===== src/rtl/jcsa_pkg.sv =====
// Shared constants, state encoding and sizing helper for the sequential carry-skip adder.
// Imported by jcsa_seq_adder and jcarryskipadder.
package jcsa_pkg;

    localparam int unsigned SLICE_W = 8;

    typedef enum logic [1:0] {
        StIdle = 2'd0,
        StRun  = 2'd1,
        StDone = 2'd2
    } jcsa_state_e;

    // Slice counter width; a single-slice build still needs one bit.
    function automatic int unsigned cnt_width(input int unsigned nslice);
        return (nslice > 1) ? $clog2(nslice) : 1;
    endfunction

endpackage


===== src/rtl/jcarryskipadder.sv =====
// 8-bit carry-skip adder: two 4-bit ripple blocks, each with a block-propagate bypass
// of its carry-in to its carry-out.
module jcarryskipadder
    import jcsa_pkg::*;
(
    input  logic [SLICE_W-1:0] a_i,
    input  logic [SLICE_W-1:0] b_i,
    input  logic               c_i,
    output logic [SLICE_W-1:0] s_o,
    output logic               c_o
);

    localparam int unsigned BlkW = 4;
    localparam int unsigned NBlk = SLICE_W / BlkW;

    logic [SLICE_W-1:0] p;
    logic [SLICE_W-1:0] g;
    logic [SLICE_W:0]   c;

    always_comb begin
        p    = a_i ^ b_i;
        g    = a_i & b_i;
        c    = '0;
        c[0] = c_i;
        for (int blk = 0; blk < NBlk; blk++) begin
            for (int i = 0; i < BlkW; i++) begin
                c[blk*BlkW+i+1] = g[blk*BlkW+i] | (p[blk*BlkW+i] & c[blk*BlkW+i]);
            end
            // Fully-propagating block passes its carry-in straight through.
            c[blk*BlkW+BlkW] = c[blk*BlkW+BlkW] | ((&p[blk*BlkW +: BlkW]) & c[blk*BlkW]);
        end
        s_o = p ^ c[SLICE_W-1:0];
        c_o = c[SLICE_W];
    end

endmodule


===== src/rtl/jcsa_seq_adder.sv =====
// Multi-cycle WIDTH-bit adder streaming operands LSB-first through one 8-bit carry-skip slice.
// Define JCSA_SEQ_SUB_EN to add a 'sub' input that turns the operation into A-B.
module jcsa_seq_adder
    import jcsa_pkg::*;
#(
    parameter int unsigned WIDTH = 32
) (
    input  logic             clk,
    input  logic             rst_n,
    input  logic             in_valid,
    output logic             in_ready,
    input  logic [WIDTH-1:0] a,
    input  logic [WIDTH-1:0] b,
    input  logic             cin,
`ifdef JCSA_SEQ_SUB_EN
    input  logic             sub,
`endif
    output logic             out_valid,
    input  logic             out_ready,
    output logic [WIDTH-1:0] sum,
    output logic             cout,
    output logic             overflow
);

    localparam int unsigned NSLICE = WIDTH / SLICE_W;
    localparam int unsigned CNT_W  = cnt_width(NSLICE);
    localparam logic [CNT_W-1:0] CntLast = CNT_W'(NSLICE - 1);

    if ((WIDTH < SLICE_W) || ((WIDTH % SLICE_W) != 0)) begin : g_bad_width
        $error("jcsa_seq_adder: WIDTH must be a non-zero multiple of 8");
    end

    jcsa_state_e      state_q, state_d;
    logic [WIDTH-1:0] op_a_q, op_a_d;
    logic [WIDTH-1:0] op_b_q, op_b_d;
    logic [WIDTH-1:0] res_q, res_d;
    logic [WIDTH-1:0] sum_q, sum_d;
    logic [CNT_W-1:0] cnt_q, cnt_d;
    logic             cr_q, cr_d;
    logic             sign_a_q, sign_a_d;
    logic             sign_b_q, sign_b_d;
    logic             cout_q, cout_d;
    logic             ovf_q, ovf_d;

    logic [WIDTH-1:0]   b_eff;
    logic               cin_eff;
    logic [SLICE_W-1:0] slice_sum;
    logic               slice_cout;
    logic [WIDTH-1:0]   res_shift;

`ifdef JCSA_SEQ_SUB_EN
    assign b_eff   = sub ? ~b : b;
    assign cin_eff = sub | cin;
`else
    assign b_eff   = b;
    assign cin_eff = cin;
`endif

    jcarryskipadder u_slice (
        .a_i (op_a_q[SLICE_W-1:0]),
        .b_i (op_b_q[SLICE_W-1:0]),
        .c_i (cr_q),
        .s_o (slice_sum),
        .c_o (slice_cout)
    );

    // Slices enter from the top so the last one lands in the MSBs.
    if (NSLICE == 1) begin : g_res_one
        assign res_shift = slice_sum;
    end else begin : g_res_many
        assign res_shift = {slice_sum, res_q[WIDTH-1:SLICE_W]};
    end

    always_comb begin
        state_d  = state_q;
        op_a_d   = op_a_q;
        op_b_d   = op_b_q;
        res_d    = res_q;
        sum_d    = sum_q;
        cnt_d    = cnt_q;
        cr_d     = cr_q;
        sign_a_d = sign_a_q;
        sign_b_d = sign_b_q;
        cout_d   = cout_q;
        ovf_d    = ovf_q;
        unique case (state_q)
            StIdle: begin
                if (in_valid) begin
                    op_a_d   = a;
                    op_b_d   = b_eff;
                    cr_d     = cin_eff;
                    cnt_d    = '0;
                    sign_a_d = a[WIDTH-1];
                    sign_b_d = b_eff[WIDTH-1];
                    state_d  = StRun;
                end
            end
            StRun: begin
                op_a_d = op_a_q >> SLICE_W;
                op_b_d = op_b_q >> SLICE_W;
                res_d  = res_shift;
                cr_d   = slice_cout;
                cnt_d  = cnt_q + CNT_W'(1);
                if (cnt_q == CntLast) begin
                    sum_d   = res_shift;
                    cout_d  = slice_cout;
                    ovf_d   = (sign_a_q == sign_b_q) && (res_shift[WIDTH-1] != sign_a_q);
                    state_d = StDone;
                end
            end
            StDone: begin
                if (out_ready) begin
                    state_d = StIdle;
                end
            end
            default: state_d = StIdle;
        endcase
    end

    always_ff @(posedge clk or negedge rst_n) begin
        if (!rst_n) begin
            state_q  <= StIdle;
            op_a_q   <= '0;
            op_b_q   <= '0;
            res_q    <= '0;
            sum_q    <= '0;
            cnt_q    <= '0;
            cr_q     <= 1'b0;
            sign_a_q <= 1'b0;
            sign_b_q <= 1'b0;
            cout_q   <= 1'b0;
            ovf_q    <= 1'b0;
        end else begin
            state_q  <= state_d;
            op_a_q   <= op_a_d;
            op_b_q   <= op_b_d;
            res_q    <= res_d;
            sum_q    <= sum_d;
            cnt_q    <= cnt_d;
            cr_q     <= cr_d;
            sign_a_q <= sign_a_d;
            sign_b_q <= sign_b_d;
            cout_q   <= cout_d;
            ovf_q    <= ovf_d;
        end
    end

    assign in_ready  = (state_q == StIdle);
    assign out_valid = (state_q == StDone);
    assign sum       = sum_q;
    assign cout      = cout_q;
    assign overflow  = ovf_q;

endmodule


===== config.mk =====
export PLATFORM = sky130hd
export DESIGN_NAME = jcsa_seq_adder
export DESIGN_NICKNAME = d
export VERILOG_FILES = /design/src/rtl/jcsa_pkg.sv /design/src/rtl/jcarryskipadder.sv /design/src/rtl/jcsa_seq_adder.sv
export SDC_FILE = /design/constraint.sdc
export NUM_CORES = 1
export LEC_CHECK = 0
export ABC_AREA = 1
export BUFFER_PORTS_ARGS = -buffer_cell sky130_fd_sc_hd__buf_2
export CELL_PAD_IN_SITES_DETAIL_PLACEMENT = 2
export CELL_PAD_IN_SITES_GLOBAL_PLACEMENT = 2
export CORE_MARGIN = 8
export CORE_UTILIZATION = 33
export CTS_CLUSTER_SIZE = 24
export DETAILED_ROUTE_END_ITERATION = 12
export PLACE_DENSITY_LB_ADDON = 0.1
export SYNTH_ARGS = -nofsm -noshare
export SYNTH_HDL_FRONTEND = slang
export SYNTH_SLANG_ARGS = --single-unit

===== constraint.sdc =====
create_clock -name clk -period 5.2 [get_ports clk]
set_input_delay 0.26 -clock clk [delete_from_list [all_inputs] [get_ports clk]]
set_output_delay 0.26 -clock clk [all_outputs]
set_load 0.05 [all_outputs]

# [Yosys cells after proc, flatten, opt, wreduce, memory -nomap -nowiden]
# Index checks and enable logic that the tools add are counted.
[op_classes] n_bitwise=23 n_eq_ne=8 n_addsub=1 muxes=12 reduce_logical=9
[ops] cell="$pmux 32 s2" count=2
[ops] cell="$mux 32" count=2
[ops] cell="$xor 8x8->8" count=2
[ops] cell="$and 1x1->1" count=10
[ops] cell="$or 1x1->1" count=10
[ops] cell="$and 8x8->8" count=1
[ops] cell="$mux 2" count=4
[ops] cell="$reduce_and 4->1" count=2
[ops] cell="$pmux 2 s3" count=1
[ops] cell="$reduce_and 2->1" count=3
[ops] cell="$eq 2x2->1 const B" count=2
[ops] cell="$ne 2x2->1 const B" count=2
[ops] cell="$pmux 2 s2" count=1
[ops] cell="$reduce_and 3->1" count=1
[ops] cell="$add 2x1->2 const B" count=1
[ops] cell="$eq 2x1->1 const B" count=1
[ops] cell="$logic_not 2->1" count=1
[ops] cell="$ne 2x1->1 const B" count=1
[ops] cell="$pmux 1 s2" count=1
[ops] cell="$reduce_bool 2->1" count=1
[ops] cell="$eq 1x1->1" count=1
[ops] cell="$logic_and 1x1->1" count=1
[ops] cell="$mux 1" count=1
[ops] cell="$ne 1x1->1" count=1
[totals] elab_cells=64 output_inout_bits=36 input_bits=69 ff_bits=137

# [Logic depth before layout (Yosys ltp)]
# Gate-level depths: netlist (run 1).
[logic_depth] ltp_word=20 depth_mapped=15 ltp_nobuf=15

# [Hierarchy]
# A second synthesis (run 1) with hierarchy kept.
[hier_totals] hier_cells=721 hier_area_um2=5860.6
[by_module_without_submodules] mod="jcsa_seq_adder" cells_each=688 seq_area_each_um2=3228.1 area_each_um2=5527.8 instances=1
[by_module_without_submodules] mod="jcarryskipadder" cells_each=33 seq_area_each_um2=0.0 area_each_um2=332.8 instances=1

# [Least setup slack after synthesis (run 1)]
# No wires, ideal clock.
[synth_timing] path_kind="reg-to-reg" startpoint="register op_a_q[0]" endpoint="register ovf_q (netlist: overflow)" n_path_buf=0 stages_incl_launch_ff=15 setup_slack_ns=1.339 arrival_time_ns=3.740 period_less_slack_ns=3.861 path_cell_list="dfrtp_1 > inv_1 > fa_1 > inv_1 > fa_1 > fa_1 > fa_1 > o21bai_1 > fa_1 > fa_1 > fa_1 > inv_1 > fa_1 > o21ai_1 > nand2_1"
[synth_via] elab_chain_len=19
[synth_rtl] item="start, declared" line_no="jcsa_seq_adder.sv:34" text="logic [WIDTH-1:0] op_a_q, op_a_d;"
[synth_rtl] item="start signal, assigned" line_no="jcsa_seq_adder.sv:135" text="op_a_q <= op_a_d;"
[synth_rtl] item="$xor 8x8->8" line_no="jcarryskipadder.sv:21" text="p = a_i ^ b_i;"
[synth_rtl] item="$and 1x1->1" line_no="jcarryskipadder.sv:27" text="c[blk*BlkW+i+1] = g[blk*BlkW+i] | (p[blk*BlkW+i] & c[blk*BlkW+i]);"
[synth_rtl] item="$or 1x1->1" line_no="jcarryskipadder.sv:27"
[synth_rtl] item="$and 1x1->1" line_no="jcarryskipadder.sv:27"
[synth_rtl] item="$or 1x1->1" line_no="jcarryskipadder.sv:27"
[synth_rtl] item="$and 1x1->1" line_no="jcarryskipadder.sv:27"
[synth_rtl] item="$or 1x1->1" line_no="jcarryskipadder.sv:27"
[synth_rtl] item="$and 1x1->1" line_no="jcarryskipadder.sv:27"
[synth_rtl] item="[... 3 more ...]"
[synth_rtl] item="$or 1x1->1 (*)" line_no="jcarryskipadder.sv:27"
[synth_rtl] item="$and 1x1->1 (*)" line_no="jcarryskipadder.sv:27"
[synth_rtl] item="$or 1x1->1 (*)" line_no="jcarryskipadder.sv:27"
[synth_rtl] item="$and 1x1->1 (*)" line_no="jcarryskipadder.sv:27"
[synth_rtl] item="$or 1x1->1 (*)" line_no="jcarryskipadder.sv:27"
[synth_rtl] item="$xor 8x8->8 (*)" line_no="jcarryskipadder.sv:32" text="s_o = p ^ c[SLICE_W-1:0];"
[synth_rtl] item="$ne 1x1->1 (*)" line_no="jcsa_seq_adder.sv:107" text="ovf_d = (sign_a_q == sign_b_q) && (res_shift[WIDTH-1] != sign_a_q);"
[synth_rtl] item="$logic_and 1x1->1 (*)" line_no="jcsa_seq_adder.sv:107"
[synth_rtl] item="end signal, assigned" line_no="jcsa_seq_adder.sv:144" text="ovf_q <= ovf_d;"
[synth_rtl] item="end, declared" line_no="jcsa_seq_adder.sv:43" text="logic ovf_q, ovf_d;"
# Every way passes the cells marked *; elsewhere a longest branch is shown, timed or not.
# A chain may end at the register's enable or synchronous reset.

# [Final worst setup path (run 1)]
[layout_timing] startpoint="register op_b_q[0]" endpoint="register ovf_q (netlist: overflow)"
[layout_via] elab_chain_len=19
[layout_rtl] item="start, declared" line_no="jcsa_seq_adder.sv:35" text="logic [WIDTH-1:0] op_b_q, op_b_d;"
[layout_rtl] item="start signal, assigned" line_no="jcsa_seq_adder.sv:136" text="op_b_q <= op_b_d;"
[layout_rtl] item="$xor 8x8->8" line_no="jcarryskipadder.sv:21"
[layout_rtl] item="$and 1x1->1" line_no="jcarryskipadder.sv:27"
[layout_rtl] item="$or 1x1->1" line_no="jcarryskipadder.sv:27"
[layout_rtl] item="$and 1x1->1" line_no="jcarryskipadder.sv:27"
[layout_rtl] item="$or 1x1->1" line_no="jcarryskipadder.sv:27"
[layout_rtl] item="$and 1x1->1" line_no="jcarryskipadder.sv:27"
[layout_rtl] item="$or 1x1->1" line_no="jcarryskipadder.sv:27"
[layout_rtl] item="$and 1x1->1" line_no="jcarryskipadder.sv:27"
[layout_rtl] item="[... 3 more ...]"
[layout_rtl] item="$or 1x1->1 (*)" line_no="jcarryskipadder.sv:27"
[layout_rtl] item="$and 1x1->1 (*)" line_no="jcarryskipadder.sv:27"
[layout_rtl] item="$or 1x1->1 (*)" line_no="jcarryskipadder.sv:27"
[layout_rtl] item="$and 1x1->1 (*)" line_no="jcarryskipadder.sv:27"
[layout_rtl] item="$or 1x1->1 (*)" line_no="jcarryskipadder.sv:27"
[layout_rtl] item="$xor 8x8->8 (*)" line_no="jcarryskipadder.sv:32"
[layout_rtl] item="$ne 1x1->1 (*)" line_no="jcsa_seq_adder.sv:107"
[layout_rtl] item="$logic_and 1x1->1 (*)" line_no="jcsa_seq_adder.sv:107"
# Marked as above.

==> impl_metrics.toml, run 1 <==
[power_and_ir_drop]
intPower_w = 0.002807
p_seq_frac = 0.333
power_density_mw_per_mm2 = 741.2
total_leakage_power_nw = 3.578
switching_share = 0.4545
max_vdd_drop_mv = 0.2905
combinationalPowerShare = 0.443
power.net_switching_w = 0.002339
clockPowerShare = 0.224

[timing]
worst_clock_skew_ps = 9.055
timing_worst_slew_pin_value_ps = 1008
timing.final.max_slew_violations = 0
fmax_ghz = 0.2401
grt_setup_unrepaired = "false"
report.final.setup_viol = 0
timing.final.crit_share = 0.8010
setup_tns_ps = 0
layout_min_cycle_time_ps = 4165
worst_slack_ps = 1035
slew_headroom = 0.3279
timing.final.hold_violations = 0

[min_path]
timing.hold.worst.class = "primary input to flip-flop"
min_to = "state_q[1]"
number_of_cells_traversed_by_the_worst_hold_path = 2
worst_hold_startpoint = "out_ready"

[global_route]
total_overflow_reported_by_the_global_router = 0
grt_max_degree = 103
vias_in_the_first_global_route = 5321
grt_util_all_layers = 0.1525
groute.layer.met3.usage = 0.03707
grt_util_met2 = 0.2745
number_of_antenna_violations_at_the_first_check_in_global_routing = 0
grt.busiest_layer = "met2"
grt_pass1_wl_mm = 26.53
grt.met1_usage = 0.1704

[synth]
ys.warnings.count = 0
synth.top_cells.by_area = "dfrtp_1 56%, nand2_1 14%, o21ai_0 8.3%"
syn_nets = 746
synth_area_leader_cell = "dfrtp_1"
syn-cell-area_mm2 = 0.005812
ys_types = 24
synthesis.area_per_instance_um2 = 8.806
seq_area_frac_synth = 0.5554
ffs_latches_synth = 129
synth_cells = 660
synth_top_area_frac = 0.5554

[critical_path]
cp_common_cell = "fa_1"
reg2reg_depth = 15
critical_path_arrival_ps = 4520
startpoint_type = "flip-flop"
timing.critical_path.required_ps = 5550
max_stage_delay_ps = 470
crit-reg2reg-capture = "overflow"
crit_slowest_cell = "fa_1"
end_kind = "flip-flop"
startpoint = "op_b_q[0]"
worstPathMaxFanout = 4
reg_to_reg_setup_timing_slack_ps = 1030
critical_path.cell_chain = "inv_1 -> fa_1 -> inv_1 -> fa_1 -> fa_1 -> fa_1 -> o21bai_1 -> fa_1 -> fa_1 -> fa_1 -> inv_1 -> fa_1 -> a21oi_2 -> o21ai_1 -> nand2_1"
critPathKind = "flip-flop to flip-flop"
rr_startpoint = "op_b_q[0]"

[detailed_routing]
drtAntennaViolNets = 0
wirelength_mm = 16.09
viasPerCell = 4.696
drc = 0
num_vias = 4621
drtPass1Iterations = 4
detailedRoute.firstIterationViolations = 140
wl_per_cell_um = 16.35

[floorplanning]
dieWidth_um = 148.7
die_height_um = 148.7
boundaryPins = 105
core_area_mm2 = 0.01724
die_area_mm2 = 0.02211
row_count = 48
start_util = 0.3372

[cts]
ctsRootBufferMaster = "clkbuf_16"
htree_levels = 4
clock_insertion_delay_worst_skew_ps = 420
cts_max_path_buffers = 2
cts_tree = "done"
cts_buffers = 17
clock_sink_count = 129
post-cts-setup-buffers = 0
post_cts_resize_count = 0
cts_hold_repair.buffers = 1
path_clk_slew_ps = 50

[finish]
final_net_count = 835
area.growth.synth_to_final_pct = 19.46
final.fill_count = 1967
antenna-diode-count = 0
area.sequential_mm2 = 0.003228
multi_input_comb_area_mm2 = 0.002007
final_layout_size_suffix_gt1_frac = 0.1858

[place]
finalWeightedCongestion = 0.7471
place_hpwl_mm = 11.18
post-place-ws_ps = 1002
port_buffers = 104

[job]
max_cap_viol_count = 0

[outcome]
result_of_the_run = "completed"
## state kept, by name, summed over array words and instances, names as in the netlist, 2 cells and up
signal   count
cnt_q        2
op_a_q      32
op_b_q      32
res_q       24
state_q      2
sum         32
## synth_stat cells, drive strengths merged
| cell type | count |
|---|---|
| nand2 | 217 |
| o21ai | 151 |
| dfrtp | 129 |
| inv | 84 |
| buf | 29 |
| nand3 | 14 |
| ha | 9 |
| clkbuf | 8 |
| fa | 8 |
| nor2 | 6 |
| a21oi | 2 |
| o21bai | 1 |
| o22ai | 1 |
| o31ai | 1 |
## per-layer routing
layer	wire length [µm]	vias to the layer above	part of all wire
li1	-	2238	-
met1	6906	2283	0.43
met2	8318	86	0.52
met3	637	14	0.040
met4	229	0	0.014
met5	0	-	0
## per-stage QoR
stage | hold WS, ps | utilization | std cells | total power [W] | instance area [µm²]
6_report | 37.23 | 0.4028 | 984 | 0.005146 | 6943
3_3_place_gp | 380.6 | 0.3698 | 954 | 0.003926 | 6374
3_5_place_dp | 377.6 | 0.3698 | 954 | 0.004071 | 6374
2_1_floorplan | -35.59 | - | 660 | 0.003517 | 5812
5_1_grt | 28.29 | 0.4028 | 984 | 0.005605 | 6943
4_1_cts | 22.56 | 0.4028 | 984 | 0.005272 | 6943
## worst max-delay path by stage
stage                           to  depth (start not counted)
final                     overflow                         15
after global routing      overflow                         15
after CTS                 overflow                         15
after detailed placement  overflow                         15
after global placement    overflow                         15
after floorplan           overflow                         14
## cell usage in the layout (no fill, tap or decap)
master	instances
inv_2	2
a21oi_1	1
buf_4	2
nor2_2	1
clkbuf_16	17
clkinv_2	5
nand2_2	1
clkbuf_1	2
clkbuf_8	3
nand2_1	214
buf_6	1
ha_1	9
nand3_1	14
o21ai_1	55
buf_2	103
o31ai_1	1
inv_1	82
fa_1	8
o21ai_0	96
nor2_8	1
nor2_1	4
nand2_4	2
bufinv_16	2
o21bai_1	1
o22ai_1	1
dfrtp_1	129
a21oi_2	1
dlygate4sd3_1	1
## layout make-up
class / instances / area share
sequential: 129 / 0.4649
multi-input combinational: 410 / 0.2891
timing repair buffer: 107 / 0.07947
clock buffer: 22 / 0.06830
inverter: 84 / 0.04541
tap: 225 / 0.04055
clock inverter: 7 / 0.01225
## logic make-up after synthesis
kind of cell             count (synthesis)  synth area share
buffers and inverters                  121            0.1001
flip-flops                             129            0.5554
AND/OR/NAND/NOR                        237            0.1615
adder cells (fa/ha/maj)                 17           0.04693
AO/OA/AOI/OAI                          156            0.1361
## power by group through the flow
stage / logic [W] / registers [W] / clock network (W)
after CTS: 0.00236 / 0.00173 / 0.00119
after global placement: 0.00222 / 0.00170 / 0
final: 0.00228 / 0.00172 / 0.00115
after global routing: 0.00262 / 0.00177 / 0.00122
after detailed placement: 0.00233 / 0.00174 / 0
after floorplan: 0.00147 / 0.00204 / 0
## critical path: cells and delay by family, from the launching register on
kind            cells  cell delay [ps]
compound gates      3              450
buf+inv             3              240
simple gates        1               60
fa+ha+maj           8             2970
flops               1              380
(Power assumes the default switching activity.)
==> run 2: changes to the inputs <==
Settings changed: CORE_UTILIZATION 33 to 30.
Clock period 5.2 ns to 3.51 ns, I/O delays scaled along.
==> run 2 against run 1 <==
  * The flow now finishes with violations (setup timing)
  * Core utilization down 2.1 points
  * Power rose by 55%
  * Design area up 5.7%
  * Worst setup slack got worse by 1400 ps
  * Sequential share of layout area down 2.5 points
  * Count of clock-buffer cells in the layout fell by 1
  * Clock skew fell by 1.4 ps
  * Die area up 8.9%
  * Combinational power grew 59%
  * Largest cell class unchanged
==> impl_metrics.toml, run 2 (synthesis results as in run 1) <==
[outcome]
result_of_the_run = "finished with violations"
violations_in_the_final_reports = "setup timing"

[critical_path]
worstPathMaxFanout = 3
end_kind = "flip-flop"
critical_path_arrival_ps = 4230
startpoint_type = "flip-flop"
crit-reg2reg-capture = "overflow"
reg2reg_depth = 15
timing.critical_path.required_ps = 3850
critPathKind = "flip-flop to flip-flop"
reg_to_reg_setup_timing_slack_ps = -370
rr_startpoint = "op_b_q[0]"

[min_path]
min_to = "sign_b_q"
worst_hold_startpoint = "b[31]"
timing.hold.worst.class = "primary input to flip-flop"
number_of_cells_traversed_by_the_worst_hold_path = 3

[place]
port_buffers = 104
post-place-ws_ps = -354.4
finalWeightedCongestion = 0.7226
place_hpwl_mm = 11.27

[detailed_routing]
drtAntennaViolNets = 0
num_vias = 4712
drtPass1Iterations = 4
wirelength_mm = 16.24
detailedRoute.firstIterationViolations = 140
viasPerCell = 4.471
wl_per_cell_um = 15.41
drc = 0

[timing]
worst_slack_ps = -373.9
worst_clock_skew_ps = 7.656
timing.final.crit_share = 1.107
slew_headroom = 0.3389
whs_ps = 9.580
report.final.setup_viol = 3
layout_min_cycle_time_ps = 3884
timing.final.hold_violations = 0
grt_setup_unrepaired = "true"
timing.final.max_slew_violations = 0
timing_worst_slew_pin_value_ps = 990.2
setup_tns_ps = -1003
fmax_ghz = 0.2575

[cts]
cts_max_path_buffers = 2
ctsRootBufferMaster = "clkbuf_16"
clock_sink_count = 129
clock_insertion_delay_worst_skew_ps = 410
cts_buffers = 17
htree_levels = 4
cts_tree = "done"
path_clk_slew_ps = 60

[power_and_ir_drop]
total_power_w = 0.007960
total_leakage_power_nw = 3.703
max_vdd_drop_mv = 0.3581
power_density_mw_per_mm2 = 1085

[finish]
final_layout_size_suffix_gt1_frac = 0.2218
commonest_cells_after_routing_fill_and_taps_aside = "213 x nand2_1, 129 x dfrtp_1, 103 x buf_2"
layout.cells.most_common = "nand2_1"
final.fill_count = 2185
final_net_count = 863
antenna-diode-count = 0
area.growth.synth_to_final_pct = 26.26
layout.core_utilization = 0.3821

[floorplanning]
die_area_mm2 = 0.02408
start_util = 0.3026
row_count = 51
die_height_um = 155.2
core_area_mm2 = 0.01921
boundaryPins = 105
dieWidth_um = 155.2

[global_route]
vias_in_the_first_global_route = 5336
grt_pass1_wl_mm = 27.59
total_overflow_reported_by_the_global_router = 0
grt_util_all_layers = 0.1437
grt_max_degree = 94
number_of_antenna_violations_at_the_first_check_in_global_routing = 0

[job]
max_cap_viol_count = 0
run 2: changes by cell type in the layout (fill, tap and decap cells not counted), moves of 6 or more:
cell and delta:
buf_4 +11, dlygate4sd3_1 +15, fa_1 -8, fa_2 +8, inv_1 -6, inv_2 +6
run 2: layout make-up:
class / instances / area (µm²) / area share
clock buffers: 21 / 460.4 / 0.06275
flip-flops and latches: 129 / 3228 / 0.4399
well taps: 265 / 331.6 / 0.04518
multi-input cells: 410 / 2052 / 0.2796
inverters: 84 / 315.3 / 0.04297
repair buffers: 135 / 815.8 / 0.1112
clock inverters: 10 / 135.1 / 0.01841
run 2: report_power, final:
group          total [W]  internal (W)  switching (W)  leakage (nW)
combinational    0.00363       0.00108        0.00255          1.78
sequential       0.00254       0.00218       0.000356          1.64
clock            0.00179       0.00115       0.000648         0.281
total            0.00796       0.00441        0.00355          3.70
run 2: worst max path at each step:
stage,end,cells past startpoint,startpoint,slack (ps)
floorplan,overflow,14,op_a_q[0],-110
global placement,overflow,15,cr_q,-250
detailed placement,overflow,15,cr_q,-350
CTS,overflow,15,op_b_q[0],-360
global route,overflow,15,op_b_q[0],-510
finish,overflow,15,op_b_q[0],-370
run 2: what timing repair did:
| action | in CTS | in global routing |
|---|---|---|
| hold endpoints to repair | 106 | 0 |
| pin swaps | 1 | 2 |
| resized for setup | 4 | 8 |
| endpoints found under the setup margin | 3 | 7 |
| buffers inserted | 4 | 1 |
| hold buffers | 16 | 0 |
run 2: through the flow:
step,instance area (µm²),instances
3_5_place_dp,6523,1002
4_1_cts,7315,1053
6_report,7338,1054
3_3_place_gp,6523,1002
2_1_floorplan,5838,660
5_1_grt,7338,1054
run 2: layer usage:
metal  global-route usage  share of wire
met5                    0              0
met4              0.04575          0.010
met3              0.03329          0.038
met2               0.2470           0.50
met1               0.1753           0.45
run 2: worst max-delay path, stage by stage, from the launching register on:
cell	delay (ps)
dfrtp_1	400
inv_2	80
fa_2	210
inv_2	40
fa_2	330
fa_2	350
fa_2	330
o21bai_4	180
fa_2	350
fa_2	340
fa_2	360
inv_2	60
fa_2	460
a21oi_2	140
o21ai_1	100
nand2_1	70
==> run 3: changes to the inputs <==
Settings changed: ABC_AREA 1 to not set, CELL_PAD_IN_SITES_DETAIL_PLACEMENT 2 to not set, CELL_PAD_IN_SITES_GLOBAL_PLACEMENT 2 to not set, CORE_UTILIZATION 30 to 45, PLACE_DENSITY set to 0.69, PLACE_DENSITY_LB_ADDON 0.1 to not set.
==> run 3 against run 2 <==
  * Largest cell class unchanged
  * Area after synthesis fell by 1.1%
  * The flow still finishes with violations (setup timing)
  * Hold slack improved by 4.2 ps
  * Core utilization is 19 points higher
  * Sequential share of layout area grew 1.3 points
  * Global-route usage grew 2.7 points
==> impl_metrics.toml, run 3 <==
[outcome]
result_of_the_run = "finished with violations"
violations_in_the_final_reports = "setup timing"

[critical_path]
reg2reg_depth = 15
startpoint_type = "flip-flop"
critical_path.cell_chain = "inv_2 -> fa_2 -> inv_2 -> fa_2 -> fa_2 -> fa_2 -> a31o_4 -> fa_2 -> fa_2 -> fa_2 -> inv_2 -> fa_1 -> and3_1 -> nor2_1 -> o21ai_1"
critPathKind = "flip-flop to flip-flop"
max_stage_delay_ps = 430
crit-reg2reg-capture = "overflow"
timing.critical_path.required_ps = 3800
critical_path_arrival_ps = 4190
crit_slowest_cell = "fa_1"
cp_common_cell = "fa_2"
end_kind = "flip-flop"
path_buf_inv = 3
reg_to_reg_setup_timing_slack_ps = -390
worstPathMaxFanout = 3
rr_startpoint = "op_a_q[0]"
critical_path.top_delay_family = "adder cells"

[timing]
timing.final.hold_violations = 0
timing.final.max_slew_violations = 0
layout_min_cycle_time_ps = 3903
worst_clock_skew_ps = 11.37
grt_setup_unrepaired = "true"
fmax_ghz = 0.2562
timing_worst_slew_pin_value_ps = 1052
slew_headroom = 0.2983
report.final.setup_viol = 4
whs_ps = 13.80
timing.final.crit_share = 1.112
worst_slack_ps = -392.7

[finish]
commonest_cells_after_routing_fill_and_taps_aside = "151 x nand2_1, 129 x dfrtp_1, 103 x buf_2"
layout.cells.most_common = "nand2_1"
final_net_count = 716
layout.core_utilization = 0.5673
antenna-diode-count = 0
area.growth.synth_to_final_pct = 24.05
final_layout_size_suffix_gt1_frac = 0.3069

[place]
finalWeightedCongestion = 0.8608
port_buffers = 104
place_hpwl_mm = 9.237

[synth]
synth_top_area_frac = 0.5616
syn-cell-area_mm2 = 0.005748
synthTopCellsByCount = "151 x nand2_1, 129 x dfrtp_1, 63 x o21ai_0"
ffs_latches_synth = 129
synth_top_flop_cell = "dfrtp_1"
seq_area_frac_synth = 0.5616
synth_enable_flop_cells = 0
ys_types = 32
synthesis.area_per_instance_um2 = 11.29
synth_area_leader_cell = "dfrtp_1"
synth.top_cells.by_area = "dfrtp_1 56%, nand2_1 9.9%, mux2i_1 8.4%"
synth.most_common_cell = "nand2_1"
synth_cells = 509
syn_nets = 595
synthArstFlopShare = 1.000
ys.warnings.count = 0

[detailed_routing]
wl_per_cell_um = 16.32
dr_wl_met2_mm = 6.382
num_vias = 4038
detailroute.wirelength.met3_um = 869
viasPerCell = 4.961
drtAntennaViolNets = 0
drtPass1Iterations = 4
wirelength_mm = 13.28
drc = 0
wirelength_met1_mm = 5.662
topRoutingLayerUsed = "met5"
detailedRoute.firstIterationViolations = 275

[cts]
cts_max_path_buffers = 2
path_clk_slew_ps = 50
htree_levels = 4
clock_insertion_delay_worst_skew_ps = 420
cts_buffers = 17
ctsRootBufferMaster = "clkbuf_16"
clock_sink_count = 129
cts_tree = "done"

[global_route]
grt_util_all_layers = 0.1702
number_of_antenna_violations_at_the_first_check_in_global_routing = 1
vias_in_the_first_global_route = 4435
grt_max_degree = 120
grt_pass1_wl_mm = 21.94
total_overflow_reported_by_the_global_router = 0

[min_path]
number_of_cells_traversed_by_the_worst_hold_path = 2
min_to = "op_a_q[31]"
worst_hold_startpoint = "a[31]"
timing.hold.worst.class = "primary input to flip-flop"

[floorplanning]
die_area_mm2 = 0.01665
start_util = 0.4573
die_height_um = 129.0
dieWidth_um = 129.0
row_count = 41
boundaryPins = 105
core_area_mm2 = 0.01257

[job]
max_cap_viol_count = 0

[power_and_ir_drop]
p_seq_frac = 0.361
total_power_w = 0.007138
switching_share = 0.4195
clockPowerShare = 0.213
power.net_switching_w = 0.002994
combinationalPowerShare = 0.426
total_leakage_power_nw = 3.520
max_vdd_drop_mv = 0.6325
power_density_mw_per_mm2 = 1001
intPower_w = 0.004144
## run 3: cell type report
type	instances	area (µm²)
fillers	1064	5438
flip-flops and latches	129	3228
multi-input cells	341	2344
repair buffers	133	799.5
clock buffers	20	446.7
well taps	172	215.2
clock inverters	11	67.56
inverters	8	30.03
## run 3: power groups by stage
stage	sequential (W)	combinational, W	clock, W
floorplan	0.00306	0.00179	0
global placement	0.00256	0.00293	0
detailed placement	0.00260	0.00301	0
CTS	0.00258	0.00304	0.00155
global route	0.00266	0.00335	0.00162
finish	0.00258	0.00304	0.00152
## run 3: kinds of logic after synthesis
kind of cell	synth area share
AO/OA/AOI/OAI	0.07488
adder cells (fa/ha/maj)	0.04745
buffers and inverters	0.03744
flip-flops	0.5616
multiplexers	0.1613
AND/OR/NAND/NOR	0.1173
## run 3: how the worst max path moves through the flow
stage	from	endpoint	slack [ps]	cells after the start
after floorplan	op_a_q[0]	overflow	-280	15
after global placement	op_a_q[0]	overflow	-340	15
after detailed placement	cr_q	overflow	-410	15
after CTS	op_a_q[0]	overflow	-380	15
after global routing	cr_q	overflow	-530	15
final	op_a_q[0]	overflow	-390	15
## run 3: routing by layer
layer	vias to the layer above	track usage
li1	1940	-
met1	1963	0.1999
met2	109	0.2746
met3	24	0.06081
met4	2	0.07947
met5	-	0
## run 3: repair_timing
action,in CTS,in global routing
hold buffers,17,0
setup buffers,1,2
pin swaps,1,0
gates resized for setup,3,7
endpoints found under the setup margin,5,6
endpoints found under the hold margin,128,0
## run 3: per-stage QoR
step                      worst slack, ps  setup TNS (ps)  instance area (µm²)  instances
after floorplan                    -282.6          -423.9                 5772        509
after global placement             -344.8          -884.9                 6421        764
after detailed placement           -411.4           -1203                 6421        764
after CTS                          -384.6           -1098                 7113        813
after global routing               -531.9           -1673                 7131        814
final                              -392.7           -1106                 7131        814
